`src/rtl/pr_write_packer_pkg.sv`:
```
// Shared constants and types for the PageRank rank-writeback packer.
package pr_write_packer_pkg;

    localparam int INT_W  = 64;
    localparam int LINE_W = 512;
    localparam int LANES  = LINE_W / INT_W;
    localparam int STRB_W = LINE_W / 8;
    localparam int SLOT_W = $clog2(LANES) + 1;
    localparam int ADDR_W = 64;
    localparam int ID_W   = 16;
    localparam int OUTS_W = 3;

    localparam logic [SLOT_W-1:0] LANES_SLOT = SLOT_W'(LANES);

    // AXI ID map shared by the engine's masters
    localparam logic [ID_W-1:0] AXI_ID_VERTEX     = 16'd0;
    localparam logic [ID_W-1:0] AXI_ID_IN_EDGE    = 16'd1;
    localparam logic [ID_W-1:0] AXI_ID_RANK_READ  = 16'd2;
    localparam logic [ID_W-1:0] AXI_ID_RANK_WRITE = 16'd3;
    localparam logic [ID_W-1:0] AXI_ID            = AXI_ID_RANK_WRITE;

    localparam logic [OUTS_W-1:0] MAX_OUTS      = 3'd4;
    localparam logic [2:0]        AXI_SIZE_64B  = 3'b110;
    localparam logic [1:0]        AXI_RESP_OKAY = 2'b00;

    typedef enum logic [2:0] {
        S_IDLE  = 3'd0,
        S_FILL  = 3'd1,
        S_ISSUE = 3'd2,
        S_DRAIN = 3'd3,
        S_DONE  = 3'd4
    } state_t;

    function automatic logic [STRB_W-1:0] lane_strb(input logic [SLOT_W-1:0] filled);
        logic [STRB_W-1:0] strb;
        strb = {STRB_W{1'b0}};
        for (int k = 0; k < LANES; k++) begin
            if (k < int'(filled)) begin
                strb[k*8 +: 8] = 8'hFF;
            end else begin
                strb[k*8 +: 8] = 8'h00;
            end
        end
        return strb;
    endfunction

endpackage

```
`src/rtl/pr_write_packer_if.sv`:
```
// Rank word stream plus single-beat AXI write channels of the rank writeback stage.
interface pr_write_packer_if;
    import pr_write_packer_pkg::*;

    logic              in_valid;
    logic [INT_W-1:0]  in_data;
    logic              in_ready;

    logic [ID_W-1:0]   awid;
    logic [ADDR_W-1:0] awaddr;
    logic [7:0]        awlen;
    logic [2:0]        awsize;
    logic              awvalid;
    logic              awready;

    logic [ID_W-1:0]   wid;
    logic [LINE_W-1:0] wdata;
    logic [STRB_W-1:0] wstrb;
    logic              wlast;
    logic              wvalid;
    logic              wready;

    logic [ID_W-1:0]   bid;
    logic [1:0]        bresp;
    logic              bvalid;
    logic              bready;

    modport master (
        input  in_valid, in_data, awready, wready, bid, bresp, bvalid,
        output in_ready, awid, awaddr, awlen, awsize, awvalid,
               wid, wdata, wstrb, wlast, wvalid, bready
    );

    modport slave (
        output in_valid, in_data, awready, wready, bid, bresp, bvalid,
        input  in_ready, awid, awaddr, awlen, awsize, awvalid,
               wid, wdata, wstrb, wlast, wvalid, bready
    );

endinterface

```
`src/rtl/pr_write_packer.sv`:
```
// Packs the per-vertex rank stream into 512-bit lines and writes each line as a
// single-beat AXI burst, limiting lines in flight and reporting round completion.
module pr_write_packer
    import pr_write_packer_pkg::*;
(
    input  logic                clk,
    input  logic                rst,
    input  logic                start,
    input  logic [ADDR_W-1:0]   base_addr,
    input  logic [63:0]         n_values,
    output logic                busy,
    output logic                done,
    output logic                err,
    pr_write_packer_if.master   bus
);

    state_t              state_q, state_d;
    logic [SLOT_W-1:0]   slot_q, slot_d;
    logic [63:0]         remaining_q, remaining_d;
    logic [63:0]         line_idx_q, line_idx_d;
    logic [OUTS_W-1:0]   outs_q, outs_d;
    logic [ADDR_W-1:0]   base_q, base_d;
    logic [LINE_W-1:0]   line_q, line_d;
    logic                awvalid_q, awvalid_d;
    logic                wvalid_q, wvalid_d;
    logic                aw_done_q, aw_done_d;
    logic                w_done_q, w_done_d;
    logic                busy_q, busy_d;
    logic                done_q, done_d;
    logic                err_q, err_d;

    logic                in_fire_s;
    logic                aw_hs_s;
    logic                w_hs_s;
    logic                b_hit_s;
    logic [OUTS_W-1:0]   outs_after_b_s;

    assign bus.in_ready = (state_q == S_FILL) && (slot_q < LANES_SLOT) && (remaining_q != 64'd0);
    assign in_fire_s    = bus.in_valid && bus.in_ready;
    assign aw_hs_s      = awvalid_q && bus.awready;
    assign w_hs_s       = wvalid_q && bus.wready;
    // Responses are only meaningful inside a round; stragglers after a reset are dropped.
    assign b_hit_s        = (state_q != S_IDLE) && bus.bvalid && (bus.bid == AXI_ID);
    assign outs_after_b_s = (b_hit_s && (outs_q != 3'd0)) ? (outs_q - 3'd1) : outs_q;

    assign bus.awid    = AXI_ID;
    assign bus.awaddr  = base_q + (line_idx_q << 6);
    assign bus.awlen   = 8'd0;
    assign bus.awsize  = AXI_SIZE_64B;
    assign bus.awvalid = awvalid_q;
    assign bus.wid     = AXI_ID;
    assign bus.wdata   = line_q;
    assign bus.wstrb   = lane_strb(slot_q);
    assign bus.wlast   = 1'b1;
    assign bus.wvalid  = wvalid_q;
    assign bus.bready  = 1'b1;
    assign busy        = busy_q;
    assign done        = done_q;
    assign err         = err_q;

    // Next-state, packing, address and outstanding-line bookkeeping
    always_comb begin
        state_d     = state_q;
        slot_d      = slot_q;
        remaining_d = remaining_q;
        line_idx_d  = line_idx_q;
        outs_d      = outs_after_b_s;
        base_d      = base_q;
        line_d      = line_q;
        awvalid_d   = awvalid_q;
        wvalid_d    = wvalid_q;
        aw_done_d   = aw_done_q;
        w_done_d    = w_done_q;
        if (b_hit_s && (bus.bresp != AXI_RESP_OKAY)) begin
            err_d = 1'b1;
        end else begin
            err_d = err_q;
        end

        case (state_q)
            S_IDLE: begin
                if (start) begin
                    base_d      = base_addr & ~64'h3F;
                    remaining_d = n_values;
                    line_idx_d  = 64'd0;
                    slot_d      = {SLOT_W{1'b0}};
                    line_d      = {LINE_W{1'b0}};
                    err_d       = 1'b0;
                    state_d     = (n_values == 64'd0) ? S_DONE : S_FILL;
                end else begin
                    state_d = S_IDLE;
                end
            end
            S_FILL: begin
                if (in_fire_s) begin
                    line_d[slot_q[SLOT_W-2:0]*INT_W +: INT_W] = bus.in_data;
                    slot_d      = slot_q + 4'd1;
                    remaining_d = remaining_q - 64'd1;
                    // Valids are raised with the transition so a full line is on the bus next cycle.
                    if ((slot_d == LANES_SLOT) || (remaining_d == 64'd0)) begin
                        state_d   = S_ISSUE;
                        awvalid_d = (outs_after_b_s < MAX_OUTS);
                        wvalid_d  = (outs_after_b_s < MAX_OUTS);
                    end else begin
                        state_d = S_FILL;
                    end
                end else begin
                    state_d = S_FILL;
                end
            end
            S_ISSUE: begin
                if (!awvalid_q && !aw_done_q) begin
                    if (outs_after_b_s < MAX_OUTS) begin
                        awvalid_d = 1'b1;
                        wvalid_d  = 1'b1;
                    end else begin
                        awvalid_d = 1'b0;
                        wvalid_d  = 1'b0;
                    end
                end else begin
                    if (aw_hs_s) begin
                        awvalid_d  = 1'b0;
                        aw_done_d  = 1'b1;
                        line_idx_d = line_idx_q + 64'd1;
                        outs_d     = outs_after_b_s + 3'd1;
                    end else begin
                        aw_done_d = aw_done_q;
                    end
                    if (w_hs_s) begin
                        wvalid_d = 1'b0;
                        w_done_d = 1'b1;
                    end else begin
                        w_done_d = w_done_q;
                    end
                    if ((aw_done_q || aw_hs_s) && (w_done_q || w_hs_s)) begin
                        line_d    = {LINE_W{1'b0}};
                        slot_d    = {SLOT_W{1'b0}};
                        aw_done_d = 1'b0;
                        w_done_d  = 1'b0;
                        state_d   = (remaining_q != 64'd0) ? S_FILL : S_DRAIN;
                    end else begin
                        state_d = S_ISSUE;
                    end
                end
            end
            S_DRAIN: begin
                if (outs_after_b_s == 3'd0) begin
                    state_d = S_DONE;
                end else begin
                    state_d = S_DRAIN;
                end
            end
            S_DONE: begin
                state_d = S_IDLE;
            end
            default: begin
                state_d = S_IDLE;
            end
        endcase

        done_d = (state_d == S_DONE);
        busy_d = (state_d == S_FILL) || (state_d == S_ISSUE) || (state_d == S_DRAIN);
    end

    // State and datapath registers
    always_ff @(posedge clk) begin
        if (rst) begin
            state_q     <= S_IDLE;
            slot_q      <= {SLOT_W{1'b0}};
            remaining_q <= 64'd0;
            line_idx_q  <= 64'd0;
            outs_q      <= 3'd0;
            base_q      <= 64'd0;
            line_q      <= {LINE_W{1'b0}};
            awvalid_q   <= 1'b0;
            wvalid_q    <= 1'b0;
            aw_done_q   <= 1'b0;
            w_done_q    <= 1'b0;
            busy_q      <= 1'b0;
            done_q      <= 1'b0;
            err_q       <= 1'b0;
        end else begin
            state_q     <= state_d;
            slot_q      <= slot_d;
            remaining_q <= remaining_d;
            line_idx_q  <= line_idx_d;
            outs_q      <= outs_d;
            base_q      <= base_d;
            line_q      <= line_d;
            awvalid_q   <= awvalid_d;
            wvalid_q    <= wvalid_d;
            aw_done_q   <= aw_done_d;
            w_done_q    <= w_done_d;
            busy_q      <= busy_d;
            done_q      <= done_d;
            err_q       <= err_d;
        end
    end

endmodule

```
`src/flat_wrapper.sv`:
```
// flat-port wrapper written by rule: the top's interface ports become plain ports
module pr_write_packer_flat import pr_write_packer_pkg::*;
  (clk, rst, start, base_addr, n_values, busy, done, err, bus_in_valid, bus_in_data, bus_awready, bus_wready, bus_bid, bus_bresp, bus_bvalid, bus_in_ready, bus_awid, bus_awaddr, bus_awlen, bus_awsize, bus_awvalid, bus_wid, bus_wdata, bus_wstrb, bus_wlast, bus_wvalid, bus_bready);
  pr_write_packer_if bus_i ();
  input  logic clk;
  input  logic rst;
  input  logic start;
  input  logic [ADDR_W-1:0] base_addr;
  input  logic [63:0] n_values;
  output logic busy;
  output logic done;
  output logic err;
  input wire logic [$bits(bus_i.in_valid)-1:0] bus_in_valid;
  input wire logic [$bits(bus_i.in_data)-1:0] bus_in_data;
  input wire logic [$bits(bus_i.awready)-1:0] bus_awready;
  input wire logic [$bits(bus_i.wready)-1:0] bus_wready;
  input wire logic [$bits(bus_i.bid)-1:0] bus_bid;
  input wire logic [$bits(bus_i.bresp)-1:0] bus_bresp;
  input wire logic [$bits(bus_i.bvalid)-1:0] bus_bvalid;
  output wire logic [$bits(bus_i.in_ready)-1:0] bus_in_ready;
  output wire logic [$bits(bus_i.awid)-1:0] bus_awid;
  output wire logic [$bits(bus_i.awaddr)-1:0] bus_awaddr;
  output wire logic [$bits(bus_i.awlen)-1:0] bus_awlen;
  output wire logic [$bits(bus_i.awsize)-1:0] bus_awsize;
  output wire logic [$bits(bus_i.awvalid)-1:0] bus_awvalid;
  output wire logic [$bits(bus_i.wid)-1:0] bus_wid;
  output wire logic [$bits(bus_i.wdata)-1:0] bus_wdata;
  output wire logic [$bits(bus_i.wstrb)-1:0] bus_wstrb;
  output wire logic [$bits(bus_i.wlast)-1:0] bus_wlast;
  output wire logic [$bits(bus_i.wvalid)-1:0] bus_wvalid;
  output wire logic [$bits(bus_i.bready)-1:0] bus_bready;
  assign bus_i.in_valid = bus_in_valid;
  assign bus_i.in_data = bus_in_data;
  assign bus_i.awready = bus_awready;
  assign bus_i.wready = bus_wready;
  assign bus_i.bid = bus_bid;
  assign bus_i.bresp = bus_bresp;
  assign bus_i.bvalid = bus_bvalid;
  assign bus_in_ready = bus_i.in_ready;
  assign bus_awid = bus_i.awid;
  assign bus_awaddr = bus_i.awaddr;
  assign bus_awlen = bus_i.awlen;
  assign bus_awsize = bus_i.awsize;
  assign bus_awvalid = bus_i.awvalid;
  assign bus_wid = bus_i.wid;
  assign bus_wdata = bus_i.wdata;
  assign bus_wstrb = bus_i.wstrb;
  assign bus_wlast = bus_i.wlast;
  assign bus_wvalid = bus_i.wvalid;
  assign bus_bready = bus_i.bready;
  pr_write_packer u_core (.clk(clk), .rst(rst), .start(start), .base_addr(base_addr), .n_values(n_values), .busy(busy), .done(done), .err(err), .bus(bus_i));
endmodule
```
`config.mk`:
```
export PLATFORM = sky130hd
export DESIGN_NAME = pr_write_packer_flat
export DESIGN_NICKNAME = d
export VERILOG_FILES = /design/src/rtl/pr_write_packer_pkg.sv /design/src/rtl/pr_write_packer_if.sv /design/src/rtl/pr_write_packer.sv /design/src/flat_wrapper.sv
export SDC_FILE = /design/constraint.sdc
export NUM_CORES = 2
export LEC_CHECK = 0
export ABC_AREA = 1
export CORE_AREA = 2 2 358 360
export DETAILED_ROUTE_END_ITERATION = 8
export DIE_AREA = 0 0 360 362
export PLACE_DENSITY_LB_ADDON = 0.05
export SLEW_MARGIN = 20
export SYNTH_ARGS = -nofsm -noshare
export SYNTH_HDL_FRONTEND = slang
export SYNTH_SLANG_ARGS = --single-unit
```
`constraint.sdc`:
```
create_clock -name clk -period 3.95 [get_ports clk]
set_clock_uncertainty 0.05 [all_clocks]
set_input_delay 0.9875 -clock clk [delete_from_list [all_inputs] [get_ports clk]]
set_output_delay 0.9875 -clock clk [all_outputs]
set_load 0.05 [all_outputs]
```
==> results.md <==
- The clock tree from TritonCTS is done.
- After routing the design area is a little over 50,000 sq um.
- The die boundary height is between 300 and 400 um.
- The number of placed instances, taps included, is 7,472.
- Along the worst path, the maximum fanout reaches 3.
- The floorplan step defined a die boundary enclosing 130,000 sq um.
- Counting flops and latches in the post-synthesis netlist gives ~700.
- The number of clock buffers added by TritonCTS is 91.
- The run finished, with violations left.
- The share of cell area taken by muxes after synthesis is 0%.
- Clock-pin slew was measured on the worst setup and hold paths at 0.05 ns.
- The DRC violation count after routing is 0.
- After layout, the worst setup slack is -0.529 ns.
- The critical path launch point type is a register.
- The global route total overflow is 0.
- The port buffer count is 850.
- For this configuration, the core starts out at a cell density of 27.8%.
- Sequential cells were found to cover 40.4% of the synthesized design area.
- Setup repair after global routing could not meet its margin everywhere.
- The area added between synthesis and finish is 47.1%.
- The path type of the worst setup path is register to primary output.
- The deepest clock path buffer count is 3.
- The endpoint required time on the critical path is around 2.9 ns.
- The count of endpoints failing hold in the final timing report was 0.
- The library cells used most frequently in the layout, excluding fill and tap cells, are sky130_fd_sc_hd__nand2_1, sky130_fd_sc_hd__clkdlybuf4s50_1, sky130_fd_sc_hd__a21oi_1.
- Of the cells placed in the final design, the portion with a size suffix greater than 1 is 12.8%.
- The number of global-route vias before repair is 36.0k.
- The share of the core filled with cells is 40.8%.
- The floorplan has 131 rows.
- The cell at the root of the clock tree is sky130_fd_sc_hd__clkbuf_16.
- The average detailed-routed wire length per instance is around 24 um.
- The number of nets with antenna violations after detailed routing is 0.
- The async set-or-reset flop fraction in the synthesized netlist is 0%.
- For this design, the sink count on the clock tree is 709.
- The HPWL after detailed placement is 135,000 um.
- The via density per instance is 4.96.
- The initial antenna violation count is 14.
- The slew at the pin closest to its max-slew limit is 1.13 ns.
- The routed layout has 38.2k vias.
- The number of levels the H-tree was split into is 3.
- The post-synthesis share of cell area spent on full adders, half adders and majority gates is under 10%.
- The number of cells produced by synthesis is 5,128.
- The critical path arrival is 3.44 ns.
- VDD sags by at most 0.295 mV.
- The classification of the worst-slack hold path is register to register.
- The first global-routing pass estimated 259,000 um of wire.
- After Yosys synthesis, and, or, nand and nor cells account for 29.5% of the synthesized area.
- The maximum clock frequency is about 220 MHz.
- The number of max-slew violations in the final report is 0.
- The total wire length after detailed routing is 182,000 um.
- Excluding fillers, the count of instances in the completed layout stands at 7,707.
- The first routing iteration left 3,170 violations.
- The total negative slack for setup checks is -9.25 ns.
- The checks that failed: negative setup slack.
- Counting I/O delays and the setup requirement, the final critical path takes 4.48 ns.
- The x dimension of the die is 360 um.
- Setup violations remaining at the end of the flow were counted as 38.
- The number of ports placed on the die boundary is 908.
- The Yosys step of the flow raised 0 warnings.
- The analysis attributes to cell leakage a power of 19.4 nW.
- The unique cell type count in the Yosys netlist is 47.
- The core region is 127,000 sq um.
- The post-synthesis instance area is 35,200 sq um.
- Across all hold checks on the routed design, the worst slack comes to about 0.40 ns.
- The area of the multi-input gates is 19,300 sq um.
- The largest family of logic cells by synthesized area is simple AND/OR/NAND/NOR gates.
- The synthesized netlist devotes 15.8% of its cell area to compound gates.
- In the synthesized netlist the dominant register cell turns out to be sky130_fd_sc_hd__dfxtp_1.
- The number of optimization iterations in the first detailed-route pass is 5.
- The fill cell instance count of the final layout is 13.2k.
- The clock insertion delay at the later pin of the skew report is 0.68 ns.
- The synthesized area per cell is 6.86 sq um.
- The congestion estimate from routability-driven global placement came to a little under 0.9.
- The total of max-cap violations is 0.
- The headroom to the max-slew limit is 24.8%.
- Summing all flip-flop and latch instances after layout gives 14,300 sq um.
- Global routing used 26.7% of the available tracks.
- The number of flops mapped to enable cells by yosys is 0.
- The nature of the critical path endpoint is a primary output.
- The area share of xor/xnor cells in the synthesized design is under 10%.
- The layout net count is 6,252.
- The post-place instance area is 46,300 sq um.
- The library cell used most frequently in the layout, excluding fill and tap cells, is sky130_fd_sc_hd__nand2_1.
- In this run the power density over the cells is 409 nW/um^2.
- In the finished design, the share of the clock period the worst path needs comes to 113%.
- Entering global routing, the biggest net connects 191 pins.
==> through the flow <==
step	power, mW	setup slack [ns]
after floorplan	10.6	0.00386
after global placement	12.6	-0.0400
after detailed placement	12.6	-0.0762
after CTS	21.3	-0.579
after global routing	22.0	-0.746
final	21.2	-0.529
==> sequential cells by signal, indices dropped and copies added (netlist names) <==
name and cells:
u_core.bus.wvalid 1, u_core.w_done_q 1, u_core.state_q 3, u_core.line_idx_q 58, u_core.slot_q 4, u_core.done 1
u_core.outs_q 3, u_core.remaining_q 64, u_core.busy 1, u_core.err 1, u_core.base_q 58, u_core.bus.wdata 512
u_core.bus.awvalid 1, u_core.aw_done_q 1
==> per-layer routing <==
metal | vias up | global-route usage [%] | share of wire [%]
li1 | 18600 | - | -
met3 | 188 | 6.36 | 7.6
met5 | - | 0 | 0.013
met2 | 1180 | 42.4 | 45
met4 | 4 | 6.16 | 2.4
met1 | 18300 | 36.4 | 45
==> worst max-delay path, cell delays in order, from the launching register on <==
cell,delay (ns)
sky130_fd_sc_hd__dfxtp_2,0.35
sky130_fd_sc_hd__ha_4,0.14
sky130_fd_sc_hd__inv_2,0.03
sky130_fd_sc_hd__fa_2,0.35
sky130_fd_sc_hd__o21ai_2,0.16
sky130_fd_sc_hd__buf_6,0.12
sky130_fd_sc_hd__nand2_2,0.04
sky130_fd_sc_hd__nand2_2,0.06
sky130_fd_sc_hd__nand2_1,0.05
sky130_fd_sc_hd__o211ai_1,0.19
sky130_fd_sc_hd__nand2_1,0.13
sky130_fd_sc_hd__nand2_2,0.11
sky130_fd_sc_hd__a21o_1,0.17
sky130_fd_sc_hd__nand2_1,0.07
sky130_fd_sc_hd__o211ai_1,0.09
sky130_fd_sc_hd__buf_4,0.19
sky130_fd_sc_hd__buf_6,0.10
sky130_fd_sc_hd__xor2_1,0.15
sky130_fd_sc_hd__buf_4,0.14
sky130_fd_sc_hd__buf_12,0.13
==> worst paths after layout <==
kind	startpoint	endpoint	slack, ns	depth (start not counted)
worst max-delay path	u_core.base_q[6]$_SDFFE_PP0P_	bus_awaddr[56]	-0.53	19
worst min-delay path	u_core.err$_SDFF_PP0_	u_core.err$_SDFF_PP0_	0.40	2
worst max register to register	u_core.remaining_q[0]$_SDFFE_PP0P_	u_core.bus.wdata[38]$_SDFFE_PP0P_	0.52	17
worst min register to register	u_core.err$_SDFF_PP0_	u_core.err$_SDFF_PP0_	0.40	2
==> synthesized netlist by cell type (8+ instances only) <==
cell | instances | area share, %
sky130_fd_sc_hd__nor4_1 | 23 | 0.41
sky130_fd_sc_hd__inv_1 | 365 | 3.9
sky130_fd_sc_hd__o21ai_0 | 218 | 3.1
sky130_fd_sc_hd__buf_1 | 28 | 0.30
sky130_fd_sc_hd__a31oi_1 | 47 | 0.84
sky130_fd_sc_hd__buf_4 | 125 | 2.7
sky130_fd_sc_hd__xor2_1 | 52 | 1.3
sky130_fd_sc_hd__clkbuf_1 | 194 | 2.1
sky130_fd_sc_hd__o21a_1 | 13 | 0.28
sky130_fd_sc_hd__nand2_1 | 1309 | 14
sky130_fd_sc_hd__a21oi_1 | 705 | 10
sky130_fd_sc_hd__nand3b_1 | 13 | 0.28
sky130_fd_sc_hd__buf_2 | 57 | 0.81
sky130_fd_sc_hd__nor3_1 | 73 | 1.0
sky130_fd_sc_hd__a211oi_1 | 24 | 0.51
sky130_fd_sc_hd__nand3_1 | 202 | 2.9
sky130_fd_sc_hd__inv_2 | 8 | 0.085
sky130_fd_sc_hd__dfxtp_1 | 709 | 40
sky130_fd_sc_hd__nand4_1 | 255 | 4.5
sky130_fd_sc_hd__ha_1 | 67 | 2.4
sky130_fd_sc_hd__xnor2_1 | 21 | 0.52
sky130_fd_sc_hd__nor2_1 | 538 | 5.7
==> timing repair <==
item	4_1_cts	5_1_grt
hold buffers	0	0
hold endpoints to repair	0	0
gates resized for setup	290	125
pin swaps	70	57
setup buffers	47	36
setup endpoints to repair	80	48
==> cell type report <==
| class | instances | share of cell area, % |
|---|---|---|
| diodes | 6 | 0.0290 |
| clock buffers | 132 | 5.21 |
| clock inverters | 33 | 0.720 |
| inverters | 376 | 2.75 |
| multi-input cells | 3681 | 37.4 |
| flip-flops and latches | 709 | 27.6 |
| well taps | 1662 | 4.02 |
| repair buffers | 1108 | 22.3 |
==> cells by family (layout without fill, tap and decap cells) <==
family,after synthesis,after routing
AOI/OAI and AO/OA,1047,1047
xor gates and xnor gates,73,73
adders and majority gates,68,68
buffers and inverters,787,1649
DFF,709,709
other,2,57
and+or+nand+nor,2442,2442
==> report_power, final <==
part           total [mW]  internal (mW)  leakage [nW]  switching, mW
clock network        8.59           5.07          1.52           3.52
logic                5.04           1.48          12.1           3.56
registers            7.53           7.33          5.77          0.205
total                21.2           13.9          19.4           7.29
Power figures use the tool's default switching activity.
